$ cat src/rtl/uart_pkg.sv
// Shared definitions for the parametrised UART core:
// parity mode codes, common FSM state encoding and the parity helper.
package uart_pkg;

  localparam int PAR_NONE = 0;
  localparam int PAR_ODD  = 1;
  localparam int PAR_EVEN = 2;

  typedef enum logic [2:0] {
    ST_IDLE,
    ST_START,
    ST_DATA,
    ST_PAR,
    ST_STOP
  } uart_state_e;

  // Payload is zero-extended to 8 bits by the caller; extra zeros do not change the XOR.
  function automatic logic calc_parity(input logic [7:0] data, input int mode);
    return (^data) ^ (mode == PAR_ODD);
  endfunction

endpackage

$ cat src/rtl/uart_core_param_if.sv
// User-side handshake and status bundle of uart_core_param.
// master = user logic, slave = the UART core.
interface uart_core_param_if #(
  parameter int DATA_BITS = 8
);
  logic [DATA_BITS-1:0] tx_data;
  logic                 tx_valid;
  logic                 tx_ready;
  logic                 tx_busy;
  logic [DATA_BITS-1:0] rx_data;
  logic                 rx_valid;
  logic                 rx_ready;
  logic                 rx_parity_err;
  logic                 rx_frame_err;
  logic                 rx_overrun;
  logic                 rx_busy;

  modport master (
    output tx_data, tx_valid, rx_ready,
    input  tx_ready, tx_busy, rx_data, rx_valid,
           rx_parity_err, rx_frame_err, rx_overrun, rx_busy
  );

  modport slave (
    input  tx_data, tx_valid, rx_ready,
    output tx_ready, tx_busy, rx_data, rx_valid,
           rx_parity_err, rx_frame_err, rx_overrun, rx_busy
  );
endinterface

$ cat src/rtl/uart_bit_timer.sv
// Bit-period down-counter: ticks once every CLKS_PER_BIT enabled cycles.
// restart loads a full period, or half a period when half=1 (start-bit centring).
module uart_bit_timer #(
  parameter int CLKS_PER_BIT = 1085
) (
  input  logic clk,
  input  logic rst,
  input  logic restart,
  input  logic half,
  input  logic en,
  output logic tick
);
  localparam int CW = $clog2(CLKS_PER_BIT);
  localparam logic [CW-1:0] FULL_LOAD = CW'(CLKS_PER_BIT - 1);
  localparam logic [CW-1:0] HALF_LOAD = CW'(CLKS_PER_BIT / 2 - 1);

  logic [CW-1:0] count;

  assign tick = en && (count == '0);

  always_ff @(posedge clk or negedge rst) begin
    if (!rst) begin
      count <= FULL_LOAD;
    end else if (restart) begin
      count <= half ? HALF_LOAD : FULL_LOAD;
    end else if (en) begin
      count <= (count == '0) ? FULL_LOAD : count - 1'b1;
    end
  end
endmodule

$ cat src/rtl/uart_core_param.sv
// Parametrised full-duplex UART engine with valid/ready handshakes and error flags.
// Define UART_LOOPBACK_EN to feed the receiver from the transmitter output instead of rx_in.
module uart_core_param
  import uart_pkg::*;
#(
  parameter int CLKS_PER_BIT = 1085,
  parameter int DATA_BITS    = 8,
  parameter int PARITY       = 0,
  parameter int STOP_BITS    = 1
) (
  input  logic              clk,
  input  logic              rst,
  uart_core_param_if.slave  bus,
  output logic              tx_out,
  input  logic              rx_in
);

  // ---------------- transmitter ----------------
  uart_state_e          tx_state;
  logic [DATA_BITS-1:0] tx_shift;
  logic [3:0]           tx_cnt;
  logic                 tx_par;
  logic                 tx_out_q;
  logic                 tx_ready_q;
  logic                 tx_tick;
  logic                 tx_accept;

  assign tx_accept   = bus.tx_valid && tx_ready_q;
  assign bus.tx_ready = tx_ready_q;
  assign bus.tx_busy  = !tx_ready_q;
  assign tx_out       = tx_out_q;

  uart_bit_timer #(.CLKS_PER_BIT(CLKS_PER_BIT)) u_tx_timer (
    .clk     (clk),
    .rst     (rst),
    .restart (tx_accept),
    .half    (1'b0),
    .en      (tx_state != ST_IDLE),
    .tick    (tx_tick)
  );

  always_ff @(posedge clk or negedge rst) begin
    if (!rst) begin
      tx_state   <= ST_IDLE;
      tx_shift   <= '0;
      tx_cnt     <= '0;
      tx_par     <= 1'b0;
      tx_out_q   <= 1'b1;
      tx_ready_q <= 1'b1;
    end else begin
      case (tx_state)
        ST_IDLE: if (tx_accept) begin
          tx_shift   <= bus.tx_data;
          tx_par     <= calc_parity(8'(bus.tx_data), PARITY);
          tx_out_q   <= 1'b0;
          tx_ready_q <= 1'b0;
          tx_state   <= ST_START;
        end
        ST_START: if (tx_tick) begin
          tx_out_q <= tx_shift[0];
          tx_shift <= tx_shift >> 1;
          tx_cnt   <= '0;
          tx_state <= ST_DATA;
        end
        ST_DATA: if (tx_tick) begin
          if (tx_cnt == 4'(DATA_BITS - 1)) begin
            tx_cnt <= '0;
            if (PARITY != PAR_NONE) begin
              tx_out_q <= tx_par;
              tx_state <= ST_PAR;
            end else begin
              tx_out_q <= 1'b1;
              tx_state <= ST_STOP;
            end
          end else begin
            tx_out_q <= tx_shift[0];
            tx_shift <= tx_shift >> 1;
            tx_cnt   <= tx_cnt + 1'b1;
          end
        end
        ST_PAR: if (tx_tick) begin
          tx_out_q <= 1'b1;
          tx_state <= ST_STOP;
        end
        ST_STOP: if (tx_tick) begin
          if (tx_cnt == 4'(STOP_BITS - 1)) begin
            tx_cnt     <= '0;
            tx_ready_q <= 1'b1;
            tx_state   <= ST_IDLE;
          end else begin
            tx_cnt <= tx_cnt + 1'b1;
          end
        end
        default: tx_state <= ST_IDLE;
      endcase
    end
  end

  // ---------------- receiver ----------------
  logic rx_line;
`ifdef UART_LOOPBACK_EN
  logic unused_rx_in;
  assign unused_rx_in = rx_in;
  assign rx_line      = tx_out_q;
`else
  assign rx_line = rx_in;
`endif

  logic [1:0] rx_sync;
  logic       rx_prev;
  logic       rx_s;
  logic       rx_fall;

  assign rx_s    = rx_sync[1];
  assign rx_fall = rx_prev && !rx_s;

  always_ff @(posedge clk or negedge rst) begin
    if (!rst) begin
      rx_sync <= 2'b11;
      rx_prev <= 1'b1;
    end else begin
      rx_sync <= {rx_sync[0], rx_line};
      rx_prev <= rx_sync[1];
    end
  end

  uart_state_e          rx_state;
  logic [DATA_BITS-1:0] rx_shift;
  logic [3:0]           rx_cnt;
  logic                 par_err;
  logic                 stop_err;
  logic [DATA_BITS-1:0] rx_data_q;
  logic                 rx_valid_q;
  logic                 rx_perr_q;
  logic                 rx_ferr_q;
  logic                 rx_ovr_q;
  logic                 rx_tick;
  logic                 rx_hs;

  assign rx_hs             = rx_valid_q && bus.rx_ready;
  assign bus.rx_data       = rx_data_q;
  assign bus.rx_valid      = rx_valid_q;
  assign bus.rx_parity_err = rx_perr_q;
  assign bus.rx_frame_err  = rx_ferr_q;
  assign bus.rx_overrun    = rx_ovr_q;
  assign bus.rx_busy       = (rx_state != ST_IDLE);

  uart_bit_timer #(.CLKS_PER_BIT(CLKS_PER_BIT)) u_rx_timer (
    .clk     (clk),
    .rst     (rst),
    .restart ((rx_state == ST_IDLE) && rx_fall),
    .half    (1'b1),
    .en      (rx_state != ST_IDLE),
    .tick    (rx_tick)
  );

  // Handshake clears come first so a coinciding frame completion overrides them.
  always_ff @(posedge clk or negedge rst) begin
    if (!rst) begin
      rx_state   <= ST_IDLE;
      rx_shift   <= '0;
      rx_cnt     <= '0;
      par_err    <= 1'b0;
      stop_err   <= 1'b0;
      rx_data_q  <= '0;
      rx_valid_q <= 1'b0;
      rx_perr_q  <= 1'b0;
      rx_ferr_q  <= 1'b0;
      rx_ovr_q   <= 1'b0;
    end else begin
      if (rx_hs) begin
        rx_valid_q <= 1'b0;
        rx_perr_q  <= 1'b0;
        rx_ferr_q  <= 1'b0;
        rx_ovr_q   <= 1'b0;
      end
      case (rx_state)
        ST_IDLE: if (rx_fall) begin
          rx_cnt   <= '0;
          par_err  <= 1'b0;
          stop_err <= 1'b0;
          rx_state <= ST_START;
        end
        ST_START: if (rx_tick) begin
          rx_state <= rx_s ? ST_IDLE : ST_DATA;
        end
        ST_DATA: if (rx_tick) begin
          rx_shift <= {rx_s, rx_shift[DATA_BITS-1:1]};
          if (rx_cnt == 4'(DATA_BITS - 1)) begin
            rx_cnt   <= '0;
            rx_state <= (PARITY != PAR_NONE) ? ST_PAR : ST_STOP;
          end else begin
            rx_cnt <= rx_cnt + 1'b1;
          end
        end
        ST_PAR: if (rx_tick) begin
          par_err  <= (rx_s != calc_parity(8'(rx_shift), PARITY));
          rx_state <= ST_STOP;
        end
        ST_STOP: if (rx_tick) begin
          if (rx_cnt == 4'(STOP_BITS - 1)) begin
            rx_data_q  <= rx_shift;
            rx_perr_q  <= par_err;
            rx_ferr_q  <= stop_err || !rx_s;
            rx_valid_q <= 1'b1;
            if (rx_valid_q && !bus.rx_ready) rx_ovr_q <= 1'b1;
            rx_cnt   <= '0;
            rx_state <= ST_IDLE;
          end else begin
            stop_err <= stop_err || !rx_s;
            rx_cnt   <= rx_cnt + 1'b1;
          end
        end
        default: rx_state <= ST_IDLE;
      endcase
    end
  end

endmodule

$ cat src/flat_wrapper.sv
// flat-port wrapper written by rule: the top's interface ports become plain ports
module uart_core_param_flat import uart_pkg::*;
#(
  parameter int CLKS_PER_BIT = 1085,
  parameter int DATA_BITS    = 8,
  parameter int PARITY       = 0,
  parameter int STOP_BITS    = 1
)
  (clk, rst, tx_out, rx_in, bus_tx_data, bus_tx_valid, bus_rx_ready, bus_tx_ready, bus_tx_busy, bus_rx_data, bus_rx_valid, bus_rx_parity_err, bus_rx_frame_err, bus_rx_overrun, bus_rx_busy);
  uart_core_param_if #(.DATA_BITS(DATA_BITS)) bus_i ();
  input  logic clk;
  input  logic rst;
  output logic tx_out;
  input  logic rx_in;
  input wire logic [$bits(bus_i.tx_data)-1:0] bus_tx_data;
  input wire logic [$bits(bus_i.tx_valid)-1:0] bus_tx_valid;
  input wire logic [$bits(bus_i.rx_ready)-1:0] bus_rx_ready;
  output wire logic [$bits(bus_i.tx_ready)-1:0] bus_tx_ready;
  output wire logic [$bits(bus_i.tx_busy)-1:0] bus_tx_busy;
  output wire logic [$bits(bus_i.rx_data)-1:0] bus_rx_data;
  output wire logic [$bits(bus_i.rx_valid)-1:0] bus_rx_valid;
  output wire logic [$bits(bus_i.rx_parity_err)-1:0] bus_rx_parity_err;
  output wire logic [$bits(bus_i.rx_frame_err)-1:0] bus_rx_frame_err;
  output wire logic [$bits(bus_i.rx_overrun)-1:0] bus_rx_overrun;
  output wire logic [$bits(bus_i.rx_busy)-1:0] bus_rx_busy;
  assign bus_i.tx_data = bus_tx_data;
  assign bus_i.tx_valid = bus_tx_valid;
  assign bus_i.rx_ready = bus_rx_ready;
  assign bus_tx_ready = bus_i.tx_ready;
  assign bus_tx_busy = bus_i.tx_busy;
  assign bus_rx_data = bus_i.rx_data;
  assign bus_rx_valid = bus_i.rx_valid;
  assign bus_rx_parity_err = bus_i.rx_parity_err;
  assign bus_rx_frame_err = bus_i.rx_frame_err;
  assign bus_rx_overrun = bus_i.rx_overrun;
  assign bus_rx_busy = bus_i.rx_busy;
  uart_core_param #(.CLKS_PER_BIT(CLKS_PER_BIT), .DATA_BITS(DATA_BITS), .PARITY(PARITY), .STOP_BITS(STOP_BITS)) u_core (.clk(clk), .rst(rst), .bus(bus_i), .tx_out(tx_out), .rx_in(rx_in));
endmodule
$ cat config.mk
export PLATFORM = sky130hd
export DESIGN_NAME = uart_core_param_flat
export DESIGN_NICKNAME = d
export VERILOG_FILES = /design/src/rtl/uart_pkg.sv /design/src/rtl/uart_core_param_if.sv /design/src/rtl/uart_bit_timer.sv /design/src/rtl/uart_core_param.sv /design/src/flat_wrapper.sv
export SDC_FILE = /design/constraint.sdc
export NUM_CORES = 1
export LEC_CHECK = 0
export ABC_AREA = 1
export BUFFER_PORTS_ARGS = -buffer_cell sky130_fd_sc_hd__clkbuf_2
export CAP_MARGIN = 20
export CORE_MARGIN = 2
export CORE_UTILIZATION = 55
export CTS_BUF_LIST = sky130_fd_sc_hd__clkbuf_16
export CTS_CLUSTER_DIAMETER = 150
export DETAILED_ROUTE_END_ITERATION = 12
export PLACE_DENSITY = 0.76
export RECOVER_POWER = 100
export SYNTH_ARGS = -nofsm -noshare
export SYNTH_HDL_FRONTEND = slang
export SYNTH_HIERARCHICAL = 1
export SYNTH_SLANG_ARGS = --single-unit
$ cat constraint.sdc
create_clock -name clk -period 2.1 [get_ports clk]
set_clock_uncertainty 0.05 [all_clocks]
set_input_delay 0.42 -clock clk [delete_from_list [all_inputs] [get_ports clk]]
set_output_delay 0.42 -clock clk [all_outputs]
set_load 0.01 [all_outputs]
==> run summary, run 1 <==
YS warnings - 6
vias in the first global route - 3435
synthesized netlist net count - 562
die area - 8370 um2
status - complete, but fails checks
CTS max path bufs - 2
sequential power share - 34.0%
crit path kind - flip-flop to flip-flop
clock network power share - 22.0%
# diodes - 0
P_int - 3.61 mW
synthesized area per cell - 7.78 um2
final setup fails - 0
Tot GR Track Use - 21.2%
GRT overflow - 0
routability cong. - 0.875
Pleak - 2.39 nW
Yosys top cell by area - dfrtp_1
effective utilization at floorplan - 57.5%
Synth Cell Area - 4210 um2
period utilisation layout - 90.8%
largest family of logic cells by synthesized area - simple AND/OR/NAND/NOR gates
violated checks - max-capacitance violations, max-slew violations
Sum Neg Setup Slack - 0 ns
crit path time final - 1.91 ns
#FFs+latches synth - 71
largest net degree at the start of global routing - 72
Post-Layout Cell Count - 690
DR vias/cell - 4.98
Synth Instances - 541
Post-CTS Setup Repair Bufs - 0
combinational share of power - 44.0%
HPWL Detailed - 5.91 mm
Synth cell types - 38
crit start category - flip-flop
Psw - 2.72 mW
worst-margin pin slew - 1.69 ns
initial antenna violation count - 0
most common cell in the netlist - nand2_1
FMAX - 524 MHz
Die Wd - 91.5 um
share of layout cells above drive strength 1 - 22.0%
Hold Crit Class - primary input to flip-flop
pwr dens - 1330 nW/um2
core area - 7330 um2
DP Worst Slack - 0.197 ns
post-synthesis adder-cell area fraction - 2.38%
via count - 3439
WHS - 0.120 ns
multiplexer share of the synthesized area - 0%
area fraction in compound gates after synthesis - 10.8%
global-route wire length before repair - 14.7 mm
CTS Buf Count - 9
Area Growth Syn to Fin - 13.3%
top cell type's share of synthesized area - 33.3%
sequential share of the synthesized area - 42.6%
EDFF count, synth - 0
Root Driver - clkbuf_16
top cells by area, synth - dfrtp_1 (33%), nand2_1 (14%), dfstp_2 (9.4%)
I/O pin total - 29
worst skew pair latency - 0.33 ns
detailed router's first-iteration violation count - 202
H-tree depth - 3
Synth Area in Simple Gates - 34.2%
Final #Nets - 607
WL final - 8.16 mm
I/O Buffers - 28
Die H - 91.5 um
site row count - 31
fin util - 65.1%
Sink Count - 71
DR WL/cell - 11.8 um
antenna viol nets, final - 0
CTS tree - done
Worst-path clk slew - 0.06 ns
Cells after DPL - 674
nature of the critical path endpoint - flip-flop
Max-slew headroom - -13.0%
maximum vdd drop - 0.891 mV
Pre-antenna DRT Iters - 4
CP max FO - 4
Async SR Flop Fraction - 100%
WP data arrival - 2.10 ns
Main synth FF type - dfrtp_1
Switching Share - 43.0%
Synth top cells by count - nand2_1 (155), inv_1 (60), dfrtp_1 (56), nor2_1 (44), nand3_1 (30)
final hold viol count - 0
Max Cap Viol - 1
Slew Viols, Final - 72
Required @ worst endpoint - 2.30 ns
DRC errors left - 0
xor-xnor portion of the synthesized cell area - 1.87%
final worst slack - 0.192 ns
[final timing paths]
path	from	to	slack [ns]	depth (start not counted)
setup / recovery	u_core/tx_state[0]$_DFFE_PN0P_	u_core/bus.tx_ready$_DFFE_PN1P_	0.19	11
hold / removal	rx_in	u_core/rx_sync[0]$_DFF_PN1_	0.12	1
setup reg to reg	u_core/tx_state[0]$_DFFE_PN0P_	u_core/bus.tx_ready$_DFFE_PN1P_	0.19	11
hold reg to reg	u_core/rx_sync[0]$_DFF_PN1_	u_core/rx_sync[1]$_DFF_PN1_	0.32	0
max in group asynchronous	rst	u_core/rx_cnt[1]$_DFFE_PN0P_	0.43	2
min in group asynchronous	rst	u_core/bus.rx_data[7]$_DFFE_PN0P_	0.57	2
[power groups by stage]
stage                     logic (mW)  clock network, mW  registers [mW]
after floorplan                 2.25                  0            2.10
after global placement          2.75                  0            2.16
after CTS                       2.85               1.42            2.16
after detailed placement        2.83                  0            2.17
after global routing            3.15               1.49            2.21
final                           2.79               1.39            2.16
[cell usage in the layout, fill, tap and decap left out, types with 5 or more instances in the layout]
cell type,instances
nand2_2,12
nor2_4,9
ha_1,8
clkbuf_1,15
nand3b_1,6
o21ai_2,10
nand3_1,30
o21ai_0,27
clkbuf_2,14
clkbuf_16,9
o21ai_1,13
nand2_4,8
inv_2,14
xor2_1,5
dfrtp_1,56
nor2_1,43
a21oi_1,21
buf_4,7
dfstp_2,13
nand2_1,156
nor2_2,10
inv_1,59
[what timing repair did]
action | CTS | global route
hold buffers | 0 | 0
gates resized for setup | 0 | 3
endpoints found under the hold margin | 0 | 0
setup endpoints to repair | 0 | 11
[routing by layer]
layer | routed length (um) | share of wire (%) | global-route usage (%) | up-vias
li1 | - | - | - | 1798
met1 | 3940 | 48 | 27.7 | 1569
met2 | 3800 | 47 | 35.2 | 66
met3 | 342 | 4.2 | 3.32 | 6
met4 | 75 | 0.92 | 8.59 | 0
met5 | 0 | 0 | 0 | -
[registers in the layout, summed over array words and instances (netlist names), 2 cells and up, named ones only]
name                     cells
u_core/bus.rx_data           8
u_core/rx_cnt                4
u_core/rx_shift              8
u_core/rx_state              3
u_core/rx_sync               2
u_core/tx_cnt                4
u_core/tx_shift              8
u_core/tx_state              3
u_core/u_rx_timer/count     11
u_core/u_tx_timer/count     11
[final cells by class]
| class | count | area, um2 |
|---|---|---|
| clock inverters | 7 | 48.8 |
| well taps | 99 | 124 |
| clock buffers | 9 | 225 |
| repair buffers | 38 | 204 |
| fillers | 609 | 2560 |
| inverters | 77 | 299 |
| multi-input cells | 389 | 2070 |
| flip-flops and latches | 71 | 1800 |
[metrics by stage]
step / area, um2 / power, mW
floorplan: 4210 / 4.35
global placement: 4540 / 4.91
detailed placement: 4540 / 5.00
CTS: 4810 / 6.43
global route: 4770 / 6.85
finish: 4770 / 6.34
[cells by family (layout without fill, tap and decap cells)]
| logic type | after synthesis | after routing |
|---|---|---|
| simple gates | 292 | 292 |
| buf+inv | 81 | 131 |
| compound gates | 78 | 78 |
| flops | 71 | 71 |
| xor+xnor | 9 | 9 |
| fa+ha+maj | 8 | 8 |
| other cells | 2 | 2 |
[worst max-delay path: stages (launching register included)]
cell	delay (ns)
dfrtp_1	0.41
inv_2	0.11
nand2_1	0.11
nor2_2	0.19
inv_1	0.09
inv_1	0.07
nor2_1	0.06
buf_4	0.14
o21ai_2	0.19
inv_1	0.10
nand2_1	0.08
a21boi_0	0.20
No activity file was read; power rests on OpenSTA's default activity.
==> run 2: changes to the inputs <==
--- a/config.mk
+++ b/config.mk
@@ -15,4 +15,5 @@
 export DETAILED_ROUTE_END_ITERATION = 12
-export PLACE_DENSITY = 0.76
+export PLACE_DENSITY = 0.74
 export RECOVER_POWER = 100
+export SETUP_SLACK_MARGIN = 0.15
 export SYNTH_ARGS = -nofsm -noshare
==> constraint.sdc (replaced) <==
create_clock -name clk -period 2.19 [get_ports clk]
set_clock_uncertainty 0.05 [all_clocks]
set_input_delay 0.1095 -clock clk [delete_from_list [all_inputs] [get_ports clk]]
set_output_delay 0.1095 -clock clk [all_outputs]
set_load 0.01 [all_outputs]
==> run summary, run 2 (synthesis gave the netlist of run 1 again) <==
status - finished clean
die area - 8370 um2 (unchanged)
Area Growth Syn to Fin - 15.3%
WHS - 0.0226 ns (-0.0976 ns)
Design Area, Final - 4850 um2 (+1.8%)
fin util - 66.2% (+1.2 points)
detailed route wirelength on metal2 - 4.02 mm (+5.7%)
CTS tree - done
most frequent cells in the layout - nand2_1 (155), inv_1 (58), dfrtp_1 (56)
WP data arrival - 2.09 ns (about the same)
via count - 3488 (+1.4%)
CTS max path bufs - 2 (unchanged)
core area - 7330 um2 (unchanged)
DRC errors left - 0 (unchanged)
effective utilization at floorplan - 57.5% (unchanged)
footprint of the multi-input gates - 2100 um2 (+1.3%)
routability cong. - 0.892 (+1.9%)
CTS Buf Count - 9 (unchanged)
top flop regs - u_core/u_rx_timer/count (11), u_core/u_tx_timer/count (11)
met3 wire length - 322 um (-5.8%)
detailed router's first-iteration violation count - 197 (-2.5%)
Tot GR Track Use - 21.9% (+0.72 points)
final setup fails - 0 (unchanged)
I/O Buffers - 28 (unchanged)
Die H - 91.5 um (unchanged)
WL final - 8.41 mm (+3.1%)
largest net degree at the start of global routing - 57 (-21%)
Fill cells - 616 (+1.1%)
worst-margin pin slew - 0.809 ns (-0.885 ns)
DR WL/cell - 12.2 um (+3.1%)
pwr dens - 1310 nW/um2 (-1.6%)
I/O pin total - 29 (unchanged)
Required @ worst endpoint - 2.38 ns (+0.08 ns)
share of layout cells above drive strength 1 - 22.0% (unchanged)
Max Used Layer - met4
met1 WL - 4.00 mm (+1.5%)
period utilisation layout - 87.0% (-3.9 points)
placed inst area - 4500 um2 (-0.94%)
HPWL Detailed - 5.99 mm (+1.2%)
total power - 6.35 mW (+0.18%)
Register Area - 1800 um2 (unchanged)
GRT overflow - 0 (unchanged)
nature of the critical path endpoint - flip-flop
crit start category - flip-flop
antenna viol nets, final - 0 (unchanged)
Worst-path clk slew - 0.05 ns (about the same)
Root Driver - clkbuf_16
most common cell after layout, fill and taps aside - nand2_1
maximum vdd drop - 0.802 mV (-10%)
site row count - 31 (unchanged)
final hold viol count - 0 (unchanged)
initial antenna violation count - 0 (unchanged)
crit path kind - flip-flop to flip-flop
FMAX - 525 MHz (+0.18%)
Final #Nets - 607 (unchanged)
Max-slew headroom - 46.1% (+59 points)
Pre-antenna DRT Iters - 4 (unchanged)
Die Wd - 91.5 um (unchanged)
crit path time final - 1.90 ns (-0.00335 ns)
Sink Count - 71 (unchanged)
Max Cap Viol - 0 (-1)
Slew Viols, Final - 0 (-100%)
# diodes - 0 (unchanged)
Sum Neg Setup Slack - 0 ns (unchanged)
Pleak - 2.41 nW (+1.2%)
vias in the first global route - 3368 (-2.0%)
H-tree depth - 3 (unchanged)
global-route wire length before repair - 14.9 mm (+1.7%)
worst skew pair latency - 0.33 ns (about the same)
Hold Crit Class - primary input to flip-flop
RSZ-0062 raised after global routing - no
CP max FO - 5 (+1)
DR vias/cell - 5.06 (+1.4%)
## run 2: final timing paths
kind	cells past startpoint	end	from	slack, ns
worst max-delay path	10	u_core/bus.tx_ready$_DFFE_PN1P_	u_core/tx_state[0]$_DFFE_PN0P_	0.29
worst min-delay path	3	u_core/tx_shift[7]$_DFFE_PN0P_	bus_tx_data[7]	0.02
worst max register to register	10	u_core/bus.tx_ready$_DFFE_PN1P_	u_core/tx_state[0]$_DFFE_PN0P_	0.29
worst min register to register	0	u_core/rx_sync[1]$_DFF_PN1_	u_core/rx_sync[0]$_DFF_PN1_	0.32
max in group asynchronous	3	u_core/tx_shift[7]$_DFFE_PN0P_	rst	0.43
min in group asynchronous	2	u_core/rx_shift[4]$_DFFE_PN0P_	rst	0.34
## run 2: power by group
part	leakage, nW	internal, mW	switching [mW]
sequential	0.902	1.74	0.325
clock	0.154	0.989	0.557
combinational	1.36	0.970	1.76
## run 2: final cells by class
cell class                      count  share of cell area (%)
Multi-Input combinational cell    389                    43.2
Sequential cell                    71                    37.0
Inverter                           77                    6.21
Clock buffer                        9                    4.64
Timing Repair Buffer               38                    4.54
Tap cell                           99                    2.55
Clock inverter                      7                    1.83
## run 2: what timing repair did
action / 4_1_cts / 5_1_grt
pin swaps: 1 / 2
setup buffers: 1 / 0
hold buffers: 3 / 0
gates resized for setup: 0 / 13
hold endpoints to repair: 18 / 0
setup endpoints to repair: 8 / 46
## run 2: critical path, stage by stage (launching register included)
cell	delay, ns
dfrtp_1	0.41
inv_2	0.11
nand2_1	0.09
nor2_1	0.23
inv_1	0.13
inv_2	0.14
nor2_4	0.08
o21ai_2	0.19
inv_1	0.09
nand2_1	0.08
a21boi_0	0.21
## run 2: layer usage
metal / up-vias / track usage (%)
li1: 1791 / -
met1: 1630 / 28.9
met2: 61 / 36.2
met3: 6 / 4.15
met4: 0 / 7.58
met5: - / 0
## run 2: stage by stage
stage	worst slack, ns	cells
2_1_floorplan	0.235	541
3_3_place_gp	0.192	670
3_5_place_dp	0.130	670
4_1_cts	0.185	690
5_1_grt	0.0747	690
6_report	0.286	690
==> run 3: changes to the inputs <==
clock period = 1.95 ns   (was 2.19 ns; I/O delays follow)
==> run summary, run 3 (synthesis gave the netlist of run 1 again) <==
status - finished clean
Cells after DPL - 674 (+0.60%)
Tot GR Track Use - 21.4% (-0.56 points)
Slew Viols, Final - 0 (unchanged)
crit start category - flip-flop
I/O pin total - 29 (unchanged)
die area - 8370 um2 (unchanged)
hold path endpoint - u_core/tx_shift[3]$_DFFE_PN0P_
routability cong. - 0.908 (+1.7%)
Register-to-Register Path Depth - 10 (unchanged)
site row count - 31 (unchanged)
Die H - 91.5 um (unchanged)
global-route wire length before repair - 14.6 mm (-1.9%)
Reg-to-Reg End - u_core/bus.rx_data[4]$_DFFE_PN0P_
GRT overflow - 0 (unchanged)
CP max FO - 15 (+10)
most frequent cells in the layout - nand2_1 (148), inv_1 (56), dfrtp_1 (55)
crit path kind - flip-flop to flip-flop
FMAX - 536 MHz (+2.1%)
Psw - 3.26 mW (+23%)
detailed router's first-iteration violation count - 175 (-11%)
CTS max path bufs - 2 (unchanged)
Switching Share - 42.5% (+0.79 points)
CTS tree - done
DR vias/cell - 5.06 (about the same)
min-delay src - bus_tx_data[3]
pwr dens - 1460 nW/um2 (+12%)
HPWL Detailed - 5.97 mm (-0.24%)
sequential power share - 30.2% (-2.4 points)
Reg2Reg Launch Point - u_core/u_rx_timer/count[6]$_DFFE_PN0P_
Pre-antenna DRT Iters - 4 (unchanged)
most common cell after layout, fill and taps aside - nand2_1
core area - 7330 um2 (unchanged)
top flop regs - u_core/u_rx_timer/count (11), u_core/u_tx_timer/count (11)
vias in the first global route - 3386 (+0.53%)
DRC errors left - 0 (unchanged)
RSZ-0062 raised after global routing - yes
Die Wd - 91.5 um (unchanged)
effective utilization at floorplan - 57.5% (unchanged)
clock network power share - 21.9% (-2.5 points)
nature of the critical path endpoint - flip-flop
WHS - 0.0733 ns (+0.0507 ns)
share of layout cells above drive strength 1 - 29.4% (+7.4 points)
Worst-path clk slew - 0.06 ns (about the same)
Pleak - 2.60 nW (+7.8%)
Final #Nets - 636 (+4.8%)
WP data arrival - 2.04 ns (-0.05 ns)
Post-Layout Cell Count - 719 (+4.2%)
P_int - 4.42 mW (+19%)
worst-margin pin slew - 1.29 ns (+0.480 ns)
DR WL/cell - 12.5 um (+2.8%)
hold path depth - 5 (+2)
I/O Buffers - 28 (unchanged)
Max-slew headroom - 14.1% (-32 points)
Sink Count - 71 (unchanged)
combinational share of power - 47.9% (+4.8 points)
reg2reg setup slack - 0.09 ns (-0.20 ns)
CTS Buf Count - 9 (unchanged)
Required @ worst endpoint - 2.12 ns (-0.26 ns)
initial antenna violation count - 0 (unchanged)
Root Driver - clkbuf_16
Area Growth Syn to Fin - 24.6%
final hold viol count - 0 (unchanged)
# diodes - 0 (unchanged)
WL final - 9.01 mm (+7.1%)
antenna viol nets, final - 0 (unchanged)
worst skew pair latency - 0.33 ns (about the same)
via count - 3638 (+4.3%)
final setup fails - 0 (unchanged)
crit path time final - 1.86 ns (-0.0396 ns)
maximum vdd drop - 1.06 mV (+32%)
period utilisation layout - 95.6% (+8.7 points)
Hold Crit Class - primary input to flip-flop
H-tree depth - 3 (unchanged)
Max Cap Viol - 0 (unchanged)
largest net degree at the start of global routing - 50 (-12%)
## run 3: changes by cell type in the layout (fill, tap and decap cells not counted), sizes merged
cell and change:
clkinv -2, bufinv -1, inv +2, dlygate4sd3 +1
clkinvlp +1, clkbuf +2, buf +26
## run 3: routing by layer
metal  up-vias  wire, um  track usage [%]  part of all wire (%)
li1       1851         -                -                     -
met1      1712      4040             27.6                    45
met2        61      4490             35.6                    50
met3        14       319             3.15                   3.5
met4         0       159             9.34                   1.8
met5         -         0                0                     0
## run 3: worst max path at each step
stage / start / to / cells after the start / slack (ns)
after floorplan: u_core/u_rx_timer/count[0]$_DFFE_PN0P_ / u_core/bus.rx_data[7]$_DFFE_PN0P_ / 12 / 0.14
after global placement: u_core/u_rx_timer/count[8]$_DFFE_PN0P_ / u_core/rx_cnt[3]$_DFFE_PN0P_ / 11 / 0.12
after detailed placement: u_core/u_rx_timer/count[8]$_DFFE_PN0P_ / u_core/rx_cnt[0]$_DFFE_PN0P_ / 11 / 0.07
after CTS: u_core/rx_state[1]$_DFFE_PN0P_ / u_core/bus.rx_valid$_DFF_PN0_ / 10 / 0.13
after global routing: u_core/u_rx_timer/count[6]$_DFFE_PN0P_ / u_core/bus.rx_data[6]$_DFFE_PN0P_ / 10 / -0.005
final: u_core/u_rx_timer/count[6]$_DFFE_PN0P_ / u_core/bus.rx_data[4]$_DFFE_PN0P_ / 10 / 0.09
## run 3: layout make-up
cell class | count | area [um2]
fillers | 530 | 2080
well taps | 99 | 124
inverters | 77 | 304
clock buffers | 9 | 225
multi-input cells | 389 | 2220
clock inverters | 7 | 80.1
repair buffers | 67 | 495
flip-flops and latches | 71 | 1800
## run 3: power groups by stage
stage                     clock network [mW]  registers [mW]  logic, mW
final                                   1.68            2.32       3.68
after global routing                    1.76            2.37       4.10
after CTS                               1.70            2.32       3.16
after detailed placement                   0            2.33       3.10
after global placement                     0            2.32       3.01
after floorplan                            0            2.26       2.44
## run 3: metrics by stage
step | area, um2 | TNS (ns) | setup WS, ns | power [mW] | util [%]
4_1_cts | 4940 | 0 | 0.135 | 7.18 | 67.4
2_1_floorplan | 4220 | 0 | 0.137 | 4.70 | -
5_1_grt | 5250 | -0.0120 | -0.00545 | 8.23 | 71.6
3_3_place_gp | 4560 | 0 | 0.122 | 5.33 | 62.2
3_5_place_dp | 4560 | 0 | 0.0737 | 5.43 | 62.2
6_report | 5250 | 0 | 0.0852 | 7.68 | 71.6
## run 3: what timing repair did
action                                  4_1_cts  5_1_grt
hold buffers                                  4        0
endpoints found under the setup margin       26       53
cloned                                        0        2
buffers inserted                              2       21
pin swaps                                     2       19
endpoints found under the hold margin        20        0
resized for setup                             4       65
## run 3: critical path, cell delays in order, from the launching register on
cell	delay, ns
dfrtp_1	0.42
nor2_2	0.16
nand2_2	0.10
nor2_4	0.15
nand2_4	0.07
nor2_4	0.15
inv_4	0.08
nor3_4	0.28
inv_4	0.14
nand2_1	0.10
o21ai_2	0.05
